--- src/rtl/encoder4_2_hs.sv ---
// rtl/encoder4_2_hs.sv - registered 4-to-2 encoder behind a 1-entry valid/ready buffer
// Define ENC_ERR_CNT_EN to build the saturating err_cnt; otherwise err_cnt is tied to 0.
module encoder4_2_hs #(
    parameter int CNT_W   = 8,
    parameter int HI_PRIO = 1
) (
    input  logic             clk,
    input  logic             rst_n,
    input  logic [3:0]       in,
    input  logic             in_valid,
    output logic             in_ready,
    output logic [1:0]       code,
    output logic             code_err,
    output logic             out_valid,
    input  logic             out_ready,
    output logic [CNT_W-1:0] err_cnt
);

    typedef enum logic {EMPTY, FULL} state_t;

    state_t     state_q, state_d;
    logic [1:0] code_q, code_d;
    logic       err_q, err_d;
    logic [1:0] enc_code;
    logic       enc_err;
    logic       accept;

    assign in_ready = (state_q == EMPTY) | out_ready;
    assign accept   = in_valid & in_ready;

    // Zero-hot and multi-hot both flag an error; the priority direction only picks the code.
    always_comb begin
        enc_code = 2'b00;
        enc_err  = (in == 4'b0000) | ((in & (in - 4'd1)) != 4'b0000);
        if (HI_PRIO != 0) begin
            for (int k = 0; k < 4; k++)
                if (in[k]) enc_code = k[1:0];
        end else begin
            for (int k = 3; k >= 0; k--)
                if (in[k]) enc_code = k[1:0];
        end
    end

    always_comb begin
        state_d = state_q;
        code_d  = code_q;
        err_d   = err_q;
        if (accept) begin
            code_d = enc_code;
            err_d  = enc_err;
        end
        case (state_q)
            EMPTY:   if (in_valid) state_d = FULL;
            FULL:    if (out_ready && !in_valid) state_d = EMPTY;
            default: state_d = EMPTY;
        endcase
    end

    always_ff @(posedge clk or negedge rst_n) begin
        if (!rst_n) begin
            state_q <= EMPTY;
            code_q  <= 2'b00;
            err_q   <= 1'b0;
        end else begin
            state_q <= state_d;
            code_q  <= code_d;
            err_q   <= err_d;
        end
    end

    assign out_valid = (state_q == FULL);
    assign code      = code_q;
    assign code_err  = err_q;

`ifdef ENC_ERR_CNT_EN
    logic [CNT_W-1:0] cnt_q, cnt_d;

    always_comb begin
        cnt_d = cnt_q;
        if (accept && enc_err && (cnt_q != {CNT_W{1'b1}}))
            cnt_d = cnt_q + CNT_W'(1);
    end

    always_ff @(posedge clk or negedge rst_n) begin
        if (!rst_n) cnt_q <= '0;
        else        cnt_q <= cnt_d;
    end

    assign err_cnt = cnt_q;
`else
    assign err_cnt = '0;
`endif

endmodule

--- config.mk ---
export PLATFORM = sky130hd
export DESIGN_NAME = encoder4_2_hs
export DESIGN_NICKNAME = d
export VERILOG_FILES = /design/src/rtl/encoder4_2_hs.sv
export SDC_FILE = /design/constraint.sdc
export NUM_CORES = 1
export LEC_CHECK = 0
export ABC_AREA = 1
export CAP_MARGIN = 10
export CORE_AREA = 4 4 41 43
export CTS_CLUSTER_SIZE = 30
export DETAILED_ROUTE_END_ITERATION = 8
export DIE_AREA = 0 0 45 47
export SLEW_MARGIN = 40
export SYNTH_ARGS = -nofsm -noshare
export SYNTH_HDL_FRONTEND = slang
export SYNTH_SLANG_ARGS = --single-unit
--- constraint.sdc ---
create_clock -name clk -period 0.9 [get_ports clk]
set_input_delay 0.27 -clock clk [delete_from_list [all_inputs] [get_ports clk]]
set_output_delay 0.27 -clock clk [all_outputs]
set_load 0.005 [all_outputs]
# Word level (Yosys, flattened, before mapping)
# Index checks and enable logic that the tools add are counted.
# Widths: inputs -> output; s select.
op_classes:
  add_sub_neg: 1
  muxes: 6
  n_bitwise: 5
  n_reduce_logical: 4
op_table:
  columns: ["op", "n"]
  rows:
  - ["$and 4x4->4", 1]
  - ["$logic_not 4->1", 1]
  - ["$mux 2", 2]
  - ["$reduce_bool 4->1", 1]
  - ["$sub 4x1->4 const B", 1]
  - ["$mux 1", 3]
  - ["$or 1x1->1", 2]
  - ["$pmux 1 s2", 1]
  - ["$and 1x1->1", 1]
  - ["$logic_and 1x1->1", 1]
  - ["$logic_not 1->1", 1]
  - ["$not 1->1", 1]
word_totals:
  ff_bits: 4
  inputBits: 8
  output_inout_bits: 13
  wordCells: 19

# Depth between registers and ports, before layout
# Gate-level depths: netlist (run 1).
depth:
  ltp_word: 4
  depth_mapped: 5
  ltp_nobuf: 5

# Worst setup path before layout (run 1)
# Ideal clock, no wire load.
synth_timing:
  kind: "register to register"
  from: "reg state_q (netlist: out_valid)"
  to: "reg err_q (netlist: code_err)"
  setup_ns: 0.122
  arrival_ns: 0.696
  t_required_ns: 0.778
  setup_slack_ns: 0.082
  stages_incl_launch_ff: 5
  n_path_buf: 0
  synth_period_minus_slack_ns: 0.818
  path_cell_list: "dfrtp_1 nand2_4 nand2_4 nor2_1 a21oi_1"
synth_between:
  elab_chain_len: 3
synth_lines:
  columns: ["element", "line", "text"]
  rows:
  - ["start, declared", "21", "state_t state_q, state_d;"]
  - ["start signal, assigned", "65", "state_q <= state_d;"]
  - ["$not 1->1", null, null]
  - ["$or 1x1->1", "28", "assign in_ready = (state_q == EMPTY) | out_ready;"]
  - ["named net in_ready", "11", "output logic in_ready,"]
  - ["$and 1x1->1", "29", "assign accept = in_valid & in_ready;"]
  - ["end signal, assigned", "67", "err_q <= err_d;"]
  - ["end, declared", "23", "logic err_q, err_d;"]
# The timed path passes the listed nets, and every way through them passes these cells.
# A chain may end at the register's enable or synchronous reset.

# Final worst setup path (run 1)
layout_timing:
  from: "reg state_q (netlist: out_valid)"
  to: "out in_ready"
layout_between:
  elab_chain_len: 2
layout_lines:
  columns: ["element", "line"]
  rows:
  - ["$not 1->1", null]
  - ["$or 1x1->1", "28"]
  - ["end, declared", "11"]
# No other way between the ends.

==> results of run 1 <==
[power groups by stage]
stage	clock network (uW)	logic, uW	registers (uW)
after CTS	235	183	214
final	236	185	215
after floorplan	0	79.8	220
after global routing	248	203	219
after detailed placement	0	177	219
after global placement	0	177	218
[flip-flops by register name, summed over array words and instances (netlist names)]
| name | cells |
|---|---|
| out_valid | 1 |
| code_err | 1 |
| code | 2 |
[cell usage after synthesis, drive strengths merged]
cell type   n  area, um2
dfrtp       4        100
inv         6       22.5
buf         8       60.1
o21ai       2       10.0
a21oi       3       15.0
nor2        4       15.0
conb        1       3.75
nand2      12       60.1
[metrics by stage]
step	total power (uW)	TNS [ns]	utilization (%)	setup WS [ns]
6_report	635	-0.888	34.2	-0.241
3_3_place_gp	394	-2.78	31.8	-0.684
3_5_place_dp	396	-2.88	31.8	-0.698
5_1_grt	669	-1.14	34.2	-0.268
4_1_cts	632	-0.890	34.0	-0.245
2_1_floorplan	300	0	-	0.0819
[worst max path at each step]
| stage | to | slack [ns] | cells past startpoint |
|---|---|---|---|
| 2_1_floorplan | code_err | 0.08 | 4 |
| 3_3_place_gp | in_ready | -0.68 | 4 |
| 3_5_place_dp | in_ready | -0.70 | 4 |
| 4_1_cts | in_ready | -0.25 | 3 |
| 5_1_grt | in_ready | -0.27 | 3 |
| 6_report | in_ready | -0.24 | 3 |
[layer usage]
metal	global-route usage [%]	part of all wire [%]	vias to the layer above
li1	-	-	142
met1	6.88	37	107
met2	9.04	44	18
met3	0.383	16	2
met4	10.5	2.9	0
met5	0	0	-
[kinds of logic (layout without fill, tap and decap cells)]
| logic type | count (synthesis) | after routing | synth area share (%) |
|---|---|---|---|
| compound gates | 5 | 5 | 8.73 |
| buf+inv | 14 | 27 | 28.8 |
| flops | 4 | 4 | 34.9 |
| other cells | 1 | 8 | 1.31 |
| simple gates | 16 | 16 | 26.2 |
[worst reg2reg max path: stages, from the launching register on]
cell and delay, ns:
dfrtp_1 0.38, buf_6 0.12, nand2_4 0.05, buf_4 0.12, nand2_4 0.06, nor2_1 0.09, a21oi_1 0.06
[area by class of cell]
class	instances	share of cell area, %
Timing Repair Buffer	18	33.4
Clock buffer	3	5.06
Sequential cell	4	22.5
Tap cell	15	4.21
Inverter	6	5.06
Multi-Input combinational cell	29	29.8
[timing repair]
item / in CTS / in global routing
gates resized for setup: 24 / 2
setup buffers: 4 / 0
setup endpoints to repair: 8 / 8
gates cloned: 0 / 0
pin swaps: 2 / 0
==> flow_metrics.tcl, run 1 <==
set metrics [dict create \
    run_status "finished with violations" \
    failed_checks "negative setup slack" \
    rr_endpoint "code_err" \
    detailroute.via_count 269 \
    fillers 163 \
    drtAntennaViolNets 0 \
    ys_seq_elements 4 \
    ys_warn_count 0 \
    slew_violations 0 \
    crit_type "flop to primary output" \
    arrival_ns 0.87 \
    htreeDepth 1 \
    clkTransAtPathRegs_ns 0.04 \
    max_freq_mhz 876 \
    layout_common_cells "nand2_1 (10), conb_1 (8), clkdlybuf4s50_1 (6)" \
    diodes 0 \
    p_comb_share_pct 29.1 \
    grt_max_degree 6 \
    hold_path_class "input port to asynchronous set/reset pin" \
    overflow 0 \
    hold_violations 0 \
    maxCapViolCount 0 \
    final-seq-area_um2 100 \
    p_leak_uw 0.000250 \
    core_area_mm2 0.00130 \
    grt_pass1_wl_um 883 \
    switchingPower_uw 176 \
    netlist_area_um2 287 \
    syn_avg_cell_area_um2 7.16 \
    drtIter0Drc 4 \
    setup_ws_ns -0.241 \
    crit_chain "buf_6, nand2_4, buf_6" \
    place_area_um2 414 \
    pwr-share-clk_pct 37.1 \
    crit_slowest_cell "dfrtp_1" \
    required_ns 0.63 \
    drc 0 \
    finalSetupViolCount 8 \
    io_buffers 12 \
    drt-pass1-iter-count 4 \
    power_density_mw_per_mm2 1430 \
    period_share_pct 127 \
    grt_usage_pct 6.42 \
    rsz0062_at_grt "yes" \
    gp_congestion 0.609 \
    cts_tree "yes" \
    start_util_pct 22.0 \
    fin_nets 70 \
    peakVddDrop_mv 0.409 \
    cts.sinks 4 \
    dpl.cell_count 69 \
    drive_above_1_share_pct 30.0 \
    dieHeight_um 47 \
    netlist_instances 40 \
    antenna_found_initial 0 \
    pin_count 21 \
    reg2reg_slack_ns -0.10 \
    final_common_cell "nand2_1" \
    critPathMaxFanout 2 \
    num_rows 13 \
    grt_pass1_vias 224 \
    synth_seq_area_share_pct 34.9 \
    viasPerCell 3.59 \
    clk_latency_ns 0.24 \
    cp-startpoint "out_valid" \
    numCtsBuffers 3 \
    hold_ws_ns 0.237 \
    instances_no_fill 75 \
    multi_input_comb_area_um2 133 \
    sequentialPowerShare_pct 33.8 \
    p_sw_share_pct 27.6 \
    cp-end-kind "primary output" \
    cts_buffer_depth 2 \
    skew_ns 0.00390 \
    critPathLaunchType "flop" \
    die-area_mm2 0.00212 \
    crit_buf_inv 2 \
    fin_crit_ns 1.14 \
    wire_per_inst_um 8.64 \
    die_x_um 45 \
    hold_buffers 0 \
    r2r_cells 6 \
    cpPeakStageDelay_ns 0.38 \
    crit_top_cell "buf_6" \
    fin_area_um2 445 \
    area_delta_synth_final_pct 55.5 \
    crit_family "flip-flops" \
    power.internal_uw 460 \
    drt_wl_total_um 648 \
    reg2reg_from "out_valid" \
    synth_cell_types 10 \
    dp_hpwl_um 459 \
    cts_root_buf "clkbuf_4" \
]
Power figures use the tool's default switching activity.
==> inputs of run 2 (changes only) <==
==> constraint.sdc (replaced) <==
create_clock -name clk -period 1.1 [get_ports clk]
set_input_delay 0.33 -clock clk [delete_from_list [all_inputs] [get_ports clk]]
set_output_delay 0.33 -clock clk [all_outputs]
set_load 0.005 [all_outputs]
==> run 2 against run 1 <==
The flow still finishes with violations (negative setup slack); non-clock buffer count stayed put; clock power is 18% lower; count of clock-buffer cells in the layout stayed put; power is 18% lower; sequential power is 18% lower; critical path depth stayed put; global-route usage stayed put; worst setup slack better by 0.14 ns; cell count stayed put; die area stayed put; final area stayed put.
==> flow_metrics.tcl, run 2 (synthesis gave the netlist of run 1 again) <==
set metrics [dict create \
    dpl.cell_count 69 \
    core_area_mm2 0.00130 \
    maxCapViolCount 0 \
    pre_cts_slack_ns -0.618 \
    overflow 0 \
    largest_reg_flops 2 \
    setup-tns-final_ns -0.101 \
    cts_root_buf "clkbuf_4" \
    dieHeight_um 47 \
    hold_path_class "input port to asynchronous set/reset pin" \
    hold_violations 0 \
    antenna_found_initial 0 \
    finalPower_uw 519 \
    cts_tree "yes" \
    switchingPower_uw 143 \
    peakVddDrop_mv 0.335 \
    rr_endpoint "code[1]" \
    p_leak_uw 0.000250 \
    cts.sinks 4 \
    die_x_um 45 \
    critPathLaunchType "flop" \
    grt_pass1_wl_um 883 \
    drc 0 \
    num_rows 13 \
    arrival_ns 0.87 \
    drt-pass1-iter-count 4 \
    die-area_mm2 0.00212 \
    start_util_pct 22.0 \
    drtAntennaViolNets 0 \
    htreeDepth 1 \
    skew_ns 0.00390 \
    hold_buffers 0 \
    max_freq_mhz 832 \
    wire_per_inst_um 8.64 \
    dp_hpwl_um 459 \
    grt_util_met2_pct 9.04 \
    area_delta_synth_final_pct 55.5 \
    place_area_um2 414 \
    required_ns 0.77 \
    grt_usage_pct 6.42 \
    instances_no_fill 75 \
    power.internal_uw 376 \
    busiest_layer "met4" \
    clkTransAtPathRegs_ns 0.04 \
    fin_nets 70 \
    p_comb_share_pct 29.0 \
    reg2reg_slack_ns 0.08 \
    rsz0062_at_grt "yes" \
    clk_latency_ns 0.24 \
    drive_above_1_share_pct 30.0 \
    fin_area_um2 445 \
    setup_ws_ns -0.101 \
    drtIter0Drc 4 \
    drt_wl_total_um 648 \
    gp_congestion 0.609 \
    period_share_pct 109 \
    p_sw_share_pct 27.6 \
    r2r_cells 5 \
    cp-end-kind "primary output" \
    detailroute.via_count 269 \
    run_status "finished with violations" \
    critPathMaxFanout 2 \
    final_common_cell "nand2_1" \
    grt_pass1_vias 226 \
    grtUsageMet3_pct 0.383 \
    grt_max_degree 6 \
    viasPerCell 3.59 \
    sequentialPowerShare_pct 33.8 \
    layout_common_cells "nand2_1 (10), conb_1 (8), clkdlybuf4s50_1 (6)" \
    slew_violations 0 \
    finalSetupViolCount 1 \
    crit_type "flop to primary output" \
    failed_checks "negative setup slack" \
    power_density_mw_per_mm2 1170 \
    fin_crit_ns 1.20 \
    reg2reg_from "out_valid" \
    pwr-share-clk_pct 37.1 \
    numCtsBuffers 3 \
    io_buffers 12 \
    diodes 0 \
    cts_buffer_depth 2 \
    met1_usage_pct 6.88 \
    pin_count 21 \
]
[run 2: timing repair]
item / CTS / global route
resized for setup: 24 / 1
gates cloned: 0 / 0
pin swaps: 1 / 1
setup endpoints to repair: 6 / 3
setup buffers: 4 / 0
endpoints found under the hold margin: 0 / 0
[run 2: layer usage]
layer / part of all wire, % / wire length [um]
met4: 2.9 / 19
met2: 44 / 286
met3: 16 / 103
met5: 0 / 0
met1: 37 / 238
[run 2: final cells by class]
cell class,count,area (um2)
timing repair buffer,18,149
tap,15,18.8
inverter,6,22.5
multi-input combinational,29,133
sequential,4,100
clock buffer,3,22.5
fill,163,856
[run 2: power by group through the flow]
stage | Sequential, uW | Combinational (uW) | Clock [uW]
after floorplan | 180 | 65.3 | 0
after global placement | 178 | 144 | 0
after detailed placement | 179 | 144 | 0
after CTS | 175 | 153 | 192
after global routing | 179 | 165 | 203
final | 176 | 151 | 193
[run 2: worst max path at each step]
stage	from	to	depth (start not counted)
after detailed placement	out_ready	in_ready	4
after global routing	out_valid	in_ready	3
after floorplan	out_valid	in_ready	1
final	out_valid	in_ready	3
after CTS	out_valid	in_ready	3
after global placement	out_ready	in_ready	4
[run 2: critical path: stages, from the launching register on]
cell and delay (ns):
dfrtp_1 0.38, buf_6 0.12, nand2_4 0.05, buf_6 0.08
[run 2: through the flow]
stage	hold WS, ns	util (%)
after CTS	0.298	34.6
after detailed placement	0.529	31.8
after global placement	0.521	31.8
after floorplan	0.0344	-
final	0.297	34.2
after global routing	0.320	34.2
==> inputs of run 3 (changes only) <==
==> constraint.sdc (replaced) <==
create_clock -name clk -period 1 [get_ports clk]
set_input_delay 0.3 -clock clk [delete_from_list [all_inputs] [get_ports clk]]
set_output_delay 0.3 -clock clk [all_outputs]
set_load 0.005 [all_outputs]
==> run 3 against run 2 <==
Largest cell class unchanged; the run still ends with negative setup slack left; final area up 2.0%; critical path type unchanged; critical path depth is the same; critical endpoint unchanged; count of clock-buffer cells in the layout unchanged; register-to-register slack lost 0.07 ns; sequential power is 9.7% higher; global-route usage unchanged; routed wire length grew 0.62%; utilization is 0.67 points higher.
==> flow_metrics.tcl, run 3 (synthesis gave the netlist of run 1 again) <==
set metrics [dict create \
    clkTransAtPathRegs_ns 0.04 \
    place_area_um2 414 \
    drtIter0Drc 4 \
    dp_hpwl_um 459 \
    detailroute.via_count 270 \
    multi_input_comb_area_um2 136 \
    fin_nets 70 \
    num_rows 13 \
    finalSetupViolCount 5 \
    p_leak_uw 0.000267 \
    diodes 0 \
    crit_type "flop to primary output" \
    maxCapViolCount 0 \
    hold_violations 0 \
    grt_pass1_vias 224 \
    drt_wl_total_um 652 \
    fillers 163 \
    period_share_pct 117 \
    core_area_mm2 0.00130 \
    numCtsBuffers 3 \
    failed_checks "negative setup slack" \
    instances_no_fill 75 \
    grt_usage_pct 6.42 \
    max_freq_mhz 854 \
    power_density_mw_per_mm2 1260 \
    cp-end-kind "primary output" \
    grt_pass1_wl_um 883 \
    antenna_found_initial 0 \
    slew_violations 0 \
    start_util_pct 22.0 \
    final-seq-area_um2 100 \
    drive_above_1_share_pct 33.3 \
    drt-pass1-iter-count 4 \
    gp_congestion 0.609 \
    cp-startpoint "out_valid" \
    rsz0062_at_grt "yes" \
    cts_buffer_depth 2 \
    io_buffers 12 \
    cts_root_buf "clkbuf_4" \
    reg2reg_slack_ns 0.01 \
    setup_ws_ns -0.171 \
    wire_per_inst_um 8.69 \
    cts.sinks 4 \
    drc 0 \
    fin_area_um2 454 \
    viasPerCell 3.60 \
    run_status "finished with violations" \
    pin_count 21 \
    final_common_cell "nand2_1" \
    critPathMaxFanout 2 \
    drtAntennaViolNets 0 \
    hold_path_class "input port to asynchronous set/reset pin" \
    cts_tree "yes" \
    setup-tns-final_ns -0.325 \
    critPathLaunchType "flop" \
    grt_max_degree 6 \
    die_x_um 45 \
    area_delta_synth_final_pct 58.5 \
    htreeDepth 1 \
    peakVddDrop_mv 0.365 \
    endpoint "in_ready" \
    largest_reg_flops 2 \
    dpl.cell_count 69 \
    arrival_ns 0.87 \
    reg2reg_from "out_valid" \
    r2r_cells 6 \
    overflow 0 \
    layout_common_cells "nand2_1 (10), conb_1 (8), buf_4 (5)" \
    fin_util_pct 34.9 \
    required_ns 0.70 \
    die-area_mm2 0.00212 \
    clk_latency_ns 0.24 \
    dieHeight_um 47 \
    skew_ns 0.00390 \
    fin_crit_ns 1.17 \
    rr_endpoint "code_err" \
]
## run 3: cell count changes in the layout (fill, tap and decap cells not counted), sizes merged
| cell | before | now |
|---|---|---|
| dlymetal6s2s | 0 | 2 |
| clkdlybuf4s50 | 6 | 4 |
## run 3: critical path, stage by stage (launching register included)
cell     delay, ns
dfrtp_1       0.38
buf_6         0.12
nand2_4       0.05
buf_6         0.08
## run 3: repair_timing
| action | 4_1_cts | 5_1_grt |
|---|---|---|
| resized for setup | 25 | 5 |
| hold buffers | 0 | 0 |
| cloned | 0 | 0 |
| buffers inserted | 4 | 0 |
| setup endpoints to repair | 8 | 8 |
| pin swaps | 2 | 1 |
## run 3: layout make-up
cell class | count | area share, %
well taps | 15 | 4.13
multi-input cells | 29 | 30.0
inverters | 6 | 4.96
flip-flops and latches | 4 | 22.0
repair buffers | 18 | 33.9
clock buffers | 3 | 4.96
## run 3: through the flow
stage / worst slack, ns / total power (uW) / hold WS, ns
detailed placement: -0.658 / 356 / 0.519
finish: -0.171 / 573 / 0.267
global route: -0.198 / 603 / 0.290
CTS: -0.175 / 570 / 0.268
floorplan: 0.182 / 270 / 0.00441
global placement: -0.644 / 355 / 0.520
## run 3: per-layer routing
layer  GRT usage, %  vias to the layer above  wire (um)
met5              0                        -          0
met3          0.383                        2        103
met1           6.88                      108        239
li1               -                      142          -
met4           10.5                        0         19
met2           9.04                       18        290
## run 3: power breakdown
group	internal, uW	switching, uW
Sequential	183	10.6
Clock	135	77.0
Combinational	95.8	71.8
Total	414	159
## run 3: worst min-delay path by stage
| stage | cells past startpoint | slack, ns | from | to |
|---|---|---|---|---|
| final | 1 | 0.27 | rst_n | code[1] |
| after global routing | 1 | 0.29 | rst_n | code[1] |
| after CTS | 1 | 0.27 | rst_n | out_valid |
| after detailed placement | 1 | 0.52 | rst_n | out_valid |
| after global placement | 1 | 0.52 | rst_n | code[1] |
| after floorplan | 0 | 0.004 | rst_n | code[0] |
